File: src/rtl/snake_pkg.sv
// Shared snake game constants, bus geometry and encodings.
// Imported by the box generator and the snake core.
package snake_pkg;

    localparam int X0    = 70;
    localparam int Y0    = 62;
    localparam int STEP  = 15;
    localparam int ROWS  = 61;

    localparam int SEG_W  = 11;
    localparam int SEGS   = 20;
    localparam int BODY_W = SEG_W * SEGS;

    localparam logic [SEG_W-1:0] EMPTY_SEG = 11'h7FF;

    typedef enum logic [1:0] {
        ST_IDLE,
        ST_DRAW,
        ST_CHECK
    } box_state_e;

    typedef enum logic [1:0] {
        DIR_UP,
        DIR_DOWN,
        DIR_LEFT,
        DIR_RIGHT
    } dir_e;

endpackage

File: src/rtl/snake_lfsr16.sv
// Free-running 16-bit Fibonacci LFSR, x^16+x^14+x^13+x^11+1.
// Shifts every cycle; reset loads SEED (must be nonzero).
module snake_lfsr16 #(
    parameter logic [15:0] SEED = 16'hACE1
) (
    input  logic        I_clk,
    input  logic        I_rst_n,
    output logic [15:0] O_state
);

    logic [15:0] state_q;
    logic        fb;

    assign fb = state_q[15] ^ state_q[13] ^ state_q[12] ^ state_q[10];

    always_ff @(posedge I_clk or negedge I_rst_n) begin
        if (!I_rst_n) begin
            state_q <= SEED;
        end else begin
            state_q <= {state_q[14:0], fb};
        end
    end

    assign O_state = state_q;

endmodule

File: src/rtl/snake_box_gen.sv
// Food-box generator: draws random grid cells, rejects cells under
// the snake body, and publishes the accepted cell to core/renderer.
module snake_box_gen
    import snake_pkg::*;
#(
    parameter int          X0   = snake_pkg::X0,
    parameter int          Y0   = snake_pkg::Y0,
    parameter int          STEP = snake_pkg::STEP,
    parameter int          ROWS = snake_pkg::ROWS,
    parameter int          SEGS = snake_pkg::SEGS,
    parameter logic [15:0] SEED = 16'hACE1
) (
    input  logic                    I_clk,
    input  logic                    I_rst_n,
    input  logic                    I_drive,
    input  logic [SEGS*SEG_W-1:0]   I_snake_body_x,
    input  logic [SEGS*SEG_W-1:0]   I_snake_body_y,
    output logic [9:0]              O_box_x,
    output logic [9:0]              O_box_y,
    output logic                    O_box_valid,
    output logic                    O_busy
);

    localparam int IDX_W = (SEGS > 1) ? $clog2(SEGS) : 1;

    localparam logic [10:0]      X0_L   = 11'(X0);
    localparam logic [10:0]      Y0_L   = 11'(Y0);
    localparam logic [10:0]      STEP_L = 11'(STEP);
    localparam logic [10:0]      ROWS_L = 11'(ROWS);
    localparam logic [IDX_W-1:0] LAST   = IDX_W'(SEGS - 1);

    logic [15:0] lfsr;

    snake_lfsr16 #(.SEED(SEED)) u_lfsr (
        .I_clk   (I_clk),
        .I_rst_n (I_rst_n),
        .O_state (lfsr)
    );

    logic [10:0] col_w;
    logic [10:0] row_w;
    logic [10:0] x_full;
    logic [10:0] y_full;
    logic        row_ok;

    assign col_w  = {5'b0, lfsr[5:0]};
    assign row_w  = {5'b0, lfsr[11:6]};
    assign x_full = X0_L + col_w * STEP_L;
    assign y_full = Y0_L + row_w * STEP_L;
    assign row_ok = row_w < ROWS_L;

    logic unused_bits;
    assign unused_bits = ^{lfsr[15:12], x_full[10], y_full[10]};

    box_state_e       state_q;
    logic [IDX_W-1:0] idx_q;
    logic [9:0]       cx_q;
    logic [9:0]       cy_q;
    logic [9:0]       box_x_q;
    logic [9:0]       box_y_q;
    logic             valid_q;
    logic             busy_q;

    logic [SEG_W-1:0] seg_x;
    logic [SEG_W-1:0] seg_y;
    logic             hit;

    // Body is read live each CHECK cycle, one segment per cycle.
    always_comb begin
        seg_x = EMPTY_SEG;
        seg_y = EMPTY_SEG;
        for (int k = 0; k < SEGS; k++) begin
            if (idx_q == IDX_W'(k)) begin
                seg_x = I_snake_body_x[k*SEG_W +: SEG_W];
                seg_y = I_snake_body_y[k*SEG_W +: SEG_W];
            end
        end
    end

    assign hit = (seg_x == {1'b0, cx_q}) && (seg_y == {1'b0, cy_q});

    always_ff @(posedge I_clk or negedge I_rst_n) begin
        if (!I_rst_n) begin
            state_q <= ST_DRAW;
            idx_q   <= '0;
            cx_q    <= '0;
            cy_q    <= '0;
            box_x_q <= '0;
            box_y_q <= '0;
            valid_q <= 1'b0;
            busy_q  <= 1'b1;
        end else begin
            unique case (state_q)
                ST_IDLE: begin
                    // Parked y=0 keeps the core's eat window off-grid.
                    if (I_drive) begin
                        state_q <= ST_DRAW;
                        valid_q <= 1'b0;
                        box_y_q <= '0;
                        busy_q  <= 1'b1;
                    end
                end
                ST_DRAW: begin
                    if (row_ok) begin
                        cx_q    <= x_full[9:0];
                        cy_q    <= y_full[9:0];
                        idx_q   <= '0;
                        state_q <= ST_CHECK;
                    end
                end
                ST_CHECK: begin
                    if (hit) begin
                        state_q <= ST_DRAW;
                    end else if (idx_q == LAST) begin
                        box_x_q <= cx_q;
                        box_y_q <= cy_q;
                        valid_q <= 1'b1;
                        busy_q  <= 1'b0;
                        state_q <= ST_IDLE;
                    end else begin
                        idx_q <= idx_q + 1'b1;
                    end
                end
                default: begin
                    state_q <= ST_DRAW;
                end
            endcase
        end
    end

    assign O_box_x     = box_x_q;
    assign O_box_y     = box_y_q;
    assign O_box_valid = valid_q;
    assign O_busy      = busy_q;

endmodule

File: config.mk
export PLATFORM = sky130hd
export DESIGN_NAME = snake_box_gen
export DESIGN_NICKNAME = d
export VERILOG_FILES = /design/src/rtl/snake_pkg.sv /design/src/rtl/snake_lfsr16.sv /design/src/rtl/snake_box_gen.sv
export SDC_FILE = /design/constraint.sdc
export NUM_CORES = 1
export LEC_CHECK = 0
export ABC_AREA = 1
export ABC_CLOCK_PERIOD_IN_PS = 3800
export BUFFER_PORTS_ARGS = -buffer_cell sky130_fd_sc_hd__buf_2
export CORE_AREA = 10 10 172 174
export CTS_BUF_LIST = sky130_fd_sc_hd__clkbuf_2
export DETAILED_ROUTE_END_ITERATION = 8
export DIE_AREA = 0 0 182 184
export GPL_TIMING_DRIVEN = 0
export PLACE_DENSITY = 0.67
export SYNTH_ARGS = -nofsm -noshare
export SYNTH_HDL_FRONTEND = slang
export SYNTH_SLANG_ARGS = --single-unit
export TNS_END_PERCENT = 20
File: constraint.sdc
create_clock -name I_clk -period 3.8 [get_ports I_clk]
set_clock_uncertainty 0.1 [all_clocks]
set_input_delay 0.38 -clock I_clk [delete_from_list [all_inputs] [get_ports I_clk]]
set_output_delay 0.38 -clock I_clk [all_outputs]
set_load 0.005 [all_outputs]
==> Word-level counts from Yosys, hierarchy flattened <==
Cells that the tools add are included.
{ "totals": {"ff_bits": 65, "latch_bits": 0, "romBits": 0, "mem_count": 0, "input_bits": 443, "wordCells": 119, "output_inout_bits": 22, "ram_bits": 0} }
{ "classes": {"eq_ne": 29, "magnitude_cmp": 1, "bitwise": 4, "n_shift": 0, "n_mux": 61, "addsub": 3, "n_div": 0, "reduce_logical": 10, "n_mul": 2} }
{ "op_table": {"columns": ["op", "count"], "rows": [
  ["$mux 11", 40],
  ["$eq 5x4->1 const B", 8],
  ["$mux 10", 3],
  ["$eq 11x10->1", 2],
  ["$eq 5x3->1 const B", 4],
  ["$eq 5x5->1 const B", 4],
  ["$mul 6x4->10 const B", 2],
  ["$pmux 10 s2", 1],
  ["$mux 5", 3],
  ["$add 6x10->10 const A", 1],
  ["$add 7x10->10 const A", 1],
  ["$eq 5x2->1 const B", 2],
  ["$ne 2x2->1 const B", 5],
  ["$pmux 5 s2", 1],
  ["$mux 2", 4],
  ["$reduce_and 4->1", 2],
  ["$lt 6x6->1 const B", 1],
  ["$mux 1", 6],
  ["$pmux 2 s3", 1],
  ["$reduce_and 3->1", 2],
  ["$add 5x1->5 const B", 1],
  ["$eq 5x1->1 const B", 1],
  ["$logic_not 5->1", 1],
  ["$pmux 1 s2", 2],
  ["other kinds (9)", 12]
]} }

==> Depth between registers and ports, before layout <==
{ "logic_depth": {"ltp_word": 25, "mapped_depth": 39, "ltp_nobuf": 39} }

==> Modules after synthesis <==
Synthesis repeated with hierarchy kept, for this count alone.
{ "hier_totals": {"cells_unflattened": 1788, "hier_area_um2": 9830.7} }
{ "modules_own_cells": {"columns": ["mod", "cells_each", "area_each_um2", "instances"], "rows": [
  ["snake_box_gen", 1755, 9349.0, 1],
  ["snake_lfsr16", 33, 481.7, 1]
]} }

==> Worst setup path before layout <==
Ideal clock, no wire load.
{ "synth_path": {"path_type": "register to register", "startpoint": "reg u_lfsr.state_q[7], in the netlist u_lfsr.O_state[7]", "endpoint": "reg cy_q[9]", "required_ps": 3617, "n_path_buf": 0, "setup_ps": 83, "arrival_ps": 3336, "setup_slack_ps": 281, "path_stages_with_launch": 21, "path_cell_list": "dfstp_2 inv_1 ha_1 inv_1 fa_1 inv_1 fa_1 inv_1 ha_1 a21oi_1 inv_1 a31oi_1 nor2_1 nor2_1 nor2_1 nor2_1 nor2_1 o21ai_0 nand2_1 xor2_1 o21ai_0"} }
{ "synth_between": {"elab_chain_len": 2, "word_cells_on_any_way": 4} }
{ "synth_lines": {"columns": ["item", "line", "text"], "rows": [
  ["start, declared", "snake_lfsr16.sv:11", "logic [15:0] state_q;"],
  ["start signal, assigned", "snake_lfsr16.sv:20", "state_q <= {state_q[14:0], fb};"],
  ["$mul 6x4->10 / $lt 6x6->1 (equally long branches)", "snake_box_gen.sv:49, snake_box_gen.sv:50", null],
  ["$add 6x10->10 / $reduce_and 2->1 (equally long branches)", null, null],
  ["end signal, assigned", "snake_box_gen.sv:106", "cy_q <= y_full[9:0];"],
  ["end, declared", "snake_box_gen.sv:58", "logic [9:0] cy_q;"]
]} }
Several ways; a longest one is shown, not always the timed one.
A chain may end at the register's enable or synchronous reset.

==> Worst setup path after layout <==
{ "layout_path": {"startpoint": "reg idx_q[0]", "endpoint": "reg box_y_q[6], in the netlist O_box_y[6]"} }
{ "layout_between": {"elab_chain_len": 25, "word_cells_on_any_way": 66} }
{ "layout_lines": {"columns": ["item", "line", "text"], "rows": [
  ["start, declared", "snake_box_gen.sv:56", "logic [IDX_W-1:0] idx_q;"],
  ["start signal, assigned", "snake_box_gen.sv:121", "idx_q <= idx_q + 1'b1;"],
  ["$logic_not 5->1", "snake_box_gen.sv:73", "if (idx_q == IDX_W'(k)) begin"],
  ["$mux 11 (20 in series)", "snake_box_gen.sv:73", null],
  ["$eq 11x10->1", "snake_box_gen.sv:80", "assign hit = (seg_x == {1'b0, cx_q}) && (seg_y == {1'b0, cy_q});"],
  ["$logic_and 1x1->1", "snake_box_gen.sv:80", null],
  ["$ne 2x2->1 (no source line)", null, null],
  ["$reduce_and 4->1 (no source line) *", null, null],
  ["end signal, assigned", "snake_box_gen.sv:116", "box_y_q <= cy_q;"],
  ["end, declared", "snake_box_gen.sv:60", "logic [9:0] box_y_q;"]
]} }
Every way passes the cells marked *; elsewhere a longest branch is shown, timed or not.

==> Implementation_results.wiki <==
{| class="wikitable"
! Metric !! Value
|-
| Unrepaired setup endpoints after global routing || true
|-
| Final critical delay including setup and external delays || roughly 4.2 ns
|-
| Top layer used by detailed routing || met4
|-
| Synth-to-Final Area Change || 44.5%
|-
| Clock slew at reported path FFs || ~0.2 ns
|-
| Worst reg2reg path endpoint || O_box_y[6]
|-
| Grt ovf || 0
|-
| Violated checks || setup timing
|-
| Worst Tran Pin Value || approximately 1.3 ns
|-
| Mapped Avg Cell Area || between 5 and 6 um^2
|-
| Detailed-route wire length || 58,600 um
|-
| Fin nets || around 2,800
|-
| Width of the chip || 182 um
|-
| Most common library cell in the layout ignoring fill and taps || sky130_fd_sc_hd__nand2_1
|-
| Warnings from Yosys || 0
|-
| Top-level I/O count || about 470
|-
| Count of maximum capacitance violations || 0
|-
| Number of CTS-inserted buffers || 9
|-
| Global-route wire length before repair || 83,500 um
|-
| Crit. End Element || register
|-
| Detailed-router iteration count before antenna repair || 8
|-
| Hold Crit Endpoint || O_busy
|-
| Total placed cells including tap cells || 2,556
|-
| Normalized max-slew margin || 11.4%
|-
| Iteration-0 DRC count of the detailed router || 1,131
|-
| Num rows || between 50 and 60
|-
| CP bufs+invs || 5
|-
| GR Util All Layers || 32.8%
|-
| Max Transition Viols Final || 0
|-
| Final hold violations || 0
|-
| Setup TNS Final || -11.33 ns
|-
| TritonCTS sink count || 65
|-
| Initial Util || 37.6%
|-
| Top Family by Delay on Critical Path || simple AND/OR/NAND/NOR gates
|-
| Pin count of the biggest net entering global routing || 25
|-
| Height of the die || 184 um
|-
| Worst Hold Class || in -> reg
|-
| PnR worst setup slack || -0.442 ns
|-
| Depth of the CTS H-tree || 3
|-
| Maximum fanout count along the critical path || 6
|-
| Number of unique standard cell types used by synthesis || 39
|-
| Vias || 13,608
|-
| Setup-violating endpoint count in the final report || 29
|-
| Commonest non-fill, non-tap cells in the layout || sky130_fd_sc_hd__nand2_1, sky130_fd_sc_hd__buf_2, sky130_fd_sc_hd__inv_1
|-
| Crit path DAT || 4.60 ns
|-
| R2R depth || 35
|-
| Crit share post-route || 112%
|-
| Result of the run || complete, but fails checks
|-
| Synthesized flop and latch total || 65
|-
| Number of buffers on the longest clock path || 2
|-
| Total routed wire length on the met1 layer || roughly 23,000 um
|-
| Die area || between 30,000 and 40,000 um^2
|-
| ANT nets after route || 0
|-
| Final RePlAce weighted congestion || 1.05
|-
| Antenna violations before repair || 31
|-
| Count of input and output buffers || around 460
|-
| Highest cell delay on the worst timing path || ~0.52 ns
|-
| Layout cells sized above 1 || 38.5%
|-
| CP max stage cell || sky130_fd_sc_hd__dfrtp_2
|-
| Half-perimeter wire length after placement || around 50,000 um
|-
| Number of design rule violations left after detail routing || 0
|-
| Routed length per placed instance || 22.1 um
|-
| Sum of met3 wire segment lengths after detailed routing || 5140 um
|-
| Startpoint of the most critical hold path || I_drive
|-
| Vias in the first global route || 13,149
|-
| Met2 routed WL || between 20,000 and 30,000 um
|-
| Final Non-Filler Cells || between 2,000 and 3,000
|-
| Mean number of vias per cell || 5.14
|-
| Root Buffer || sky130_fd_sc_hd__clkbuf_2
|-
| Category of the critical setup timing path || reg -> reg
|-
| Maximum clock frequency || about 240 MHz
|-
| Maximum vdd ir drop || 0.324 mV
|-
| Placeable core region || 25,900 um^2
|-
| Final hold slack || 0.114 ns
|-
| Synthesized Nets || 2,259
|-
| Category of the worst setup path launch point || register
|-
| Area of the mapped netlist || 9750 um^2
|-
| Cell count after synthesis || approximately 1,800
|-
| Power per standard cell area || 588 nW/um^2
|-
| Required time of the critical path || 4.16 ns
|-
| Cell with the most instances on the worst path || sky130_fd_sc_hd__nand3_2
|-
| Number of stages on the worst hold path || 3
|-
| Total power of the final layout || 8290 uW
|-
| Beginning of the worst register-to-register path || idx_q[0]
|-
| Clock network latency to the later pin of the worst-skew pair || 0.54 ns
|-
| CTS tree || yes
|-
| Worst R2R Setup Slack || -0.44 ns
|-
| Static leakage || 0.00795 uW
|-
| Proportion of synthesized chip area in sequential cells || 16.8%
|}
## report_power, final
group	internal [uW]	switching, uW
sequential	813	135
clock	216	262
combinational	2550	4310
total	3580	4710
## routing by layer
layer	vias to the layer above	GRT usage, %
li1	6496	-
met1	6382	39.9
met2	634	55.6
met3	96	6.61
met4	0	13.5
met5	-	0
## final cells by class
type,count,area (um^2)
timing repair buffer,513,2780
fill,2759,11800
antenna,29,72.6
clock buffer,10,50.0
inverter,302,1140
buffer,77,483
sequential,65,1640
clock inverter,6,82.6
multi-input combinational,1311,7410
tap,335,419
## flip-flops by register name, summed over array words and instances, names as in the netlist
register and flops:
O_box_valid 1, O_box_x 10, O_box_y 10, O_busy 1, cx_q 10, cy_q 10, idx_q 5, state_q 2
u_lfsr.O_state 16
## cells in the mapped netlist (all sizes together)
master | number | area share, %
o21ai | 142 | 7.3
nor3b | 1 | 0.077
nand4 | 33 | 2.1
xnor2 | 5 | 0.45
nand3 | 208 | 11
nand2 | 611 | 24
a211oi | 1 | 0.077
xor2 | 8 | 0.72
nor2 | 70 | 3.0
clkbuf | 49 | 1.9
buf | 28 | 1.6
dfrtp | 55 | 14
ha | 46 | 5.9
a31oi | 1 | 0.064
a21oi | 11 | 0.56
o31ai | 1 | 0.077
o211ai | 1 | 0.077
and2 | 1 | 0.064
or2 | 140 | 9.0
fa | 15 | 3.1
inv | 301 | 12
clkinv | 1 | 0.038
o22ai | 1 | 0.064
o21bai | 1 | 0.077
a21o | 1 | 0.077
nor3 | 5 | 0.31
nand3b | 8 | 0.62
dfstp | 10 | 2.7
## cells by family (layout without fill, tap and decap cells)
kind of cell    count (synthesis)  after routing  synth area share (%)
flops                          65             65                  16.8
xor+xnor                       13             13                  1.17
buf+inv                       379            908                  15.1
simple gates                 1077           1077                  49.5
other cells                     0             29                     0
compound gates                160            160                  8.37
fa+ha+maj                      61             61                  8.99
## worst max path at each step
stage | endpoint | startpoint | slack [ns] | cells after the start
2_1_floorplan | cy_q[9] | u_lfsr.O_state[7] | 0.28 | 20
3_3_place_gp | O_box_y[4] | idx_q[0] | -1.21 | 32
3_5_place_dp | O_box_y[7] | idx_q[0] | -1.22 | 33
4_1_cts | O_box_y[6] | idx_q[0] | -0.43 | 35
5_1_grt | O_box_x[4] | idx_q[0] | -0.64 | 33
6_report | O_box_y[6] | idx_q[0] | -0.44 | 35
## stage by stage
step / worst slack [ns] / util [%] / instance area [um^2]
floorplan: 0.281 / - / 9750
global placement: -1.21 / 48.2 / 12500
detailed placement: -1.22 / 48.4 / 12500
CTS: -0.432 / 51.4 / 13300
global route: -0.642 / 54.3 / 14100
finish: -0.442 / 54.4 / 14100
## worst min-delay path: stages
cell and delay, ns:
sky130_fd_sc_hd__buf_2 0.12, sky130_fd_sc_hd__nand3_1 0.17, sky130_fd_sc_hd__nand2_2 0.07
## timing repair
| item | in CTS | in global routing |
|---|---|---|
| gates resized for setup | 100 | 164 |
| hold buffers | 1 | 0 |
| pin swaps | 24 | 97 |
| setup buffers | 31 | 10 |
| endpoints found under the hold margin | 29 | 0 |
| gates cloned | 3 | 2 |
| setup endpoints to repair | 29 | 32 |
Power figures use the tool's default switching activity.
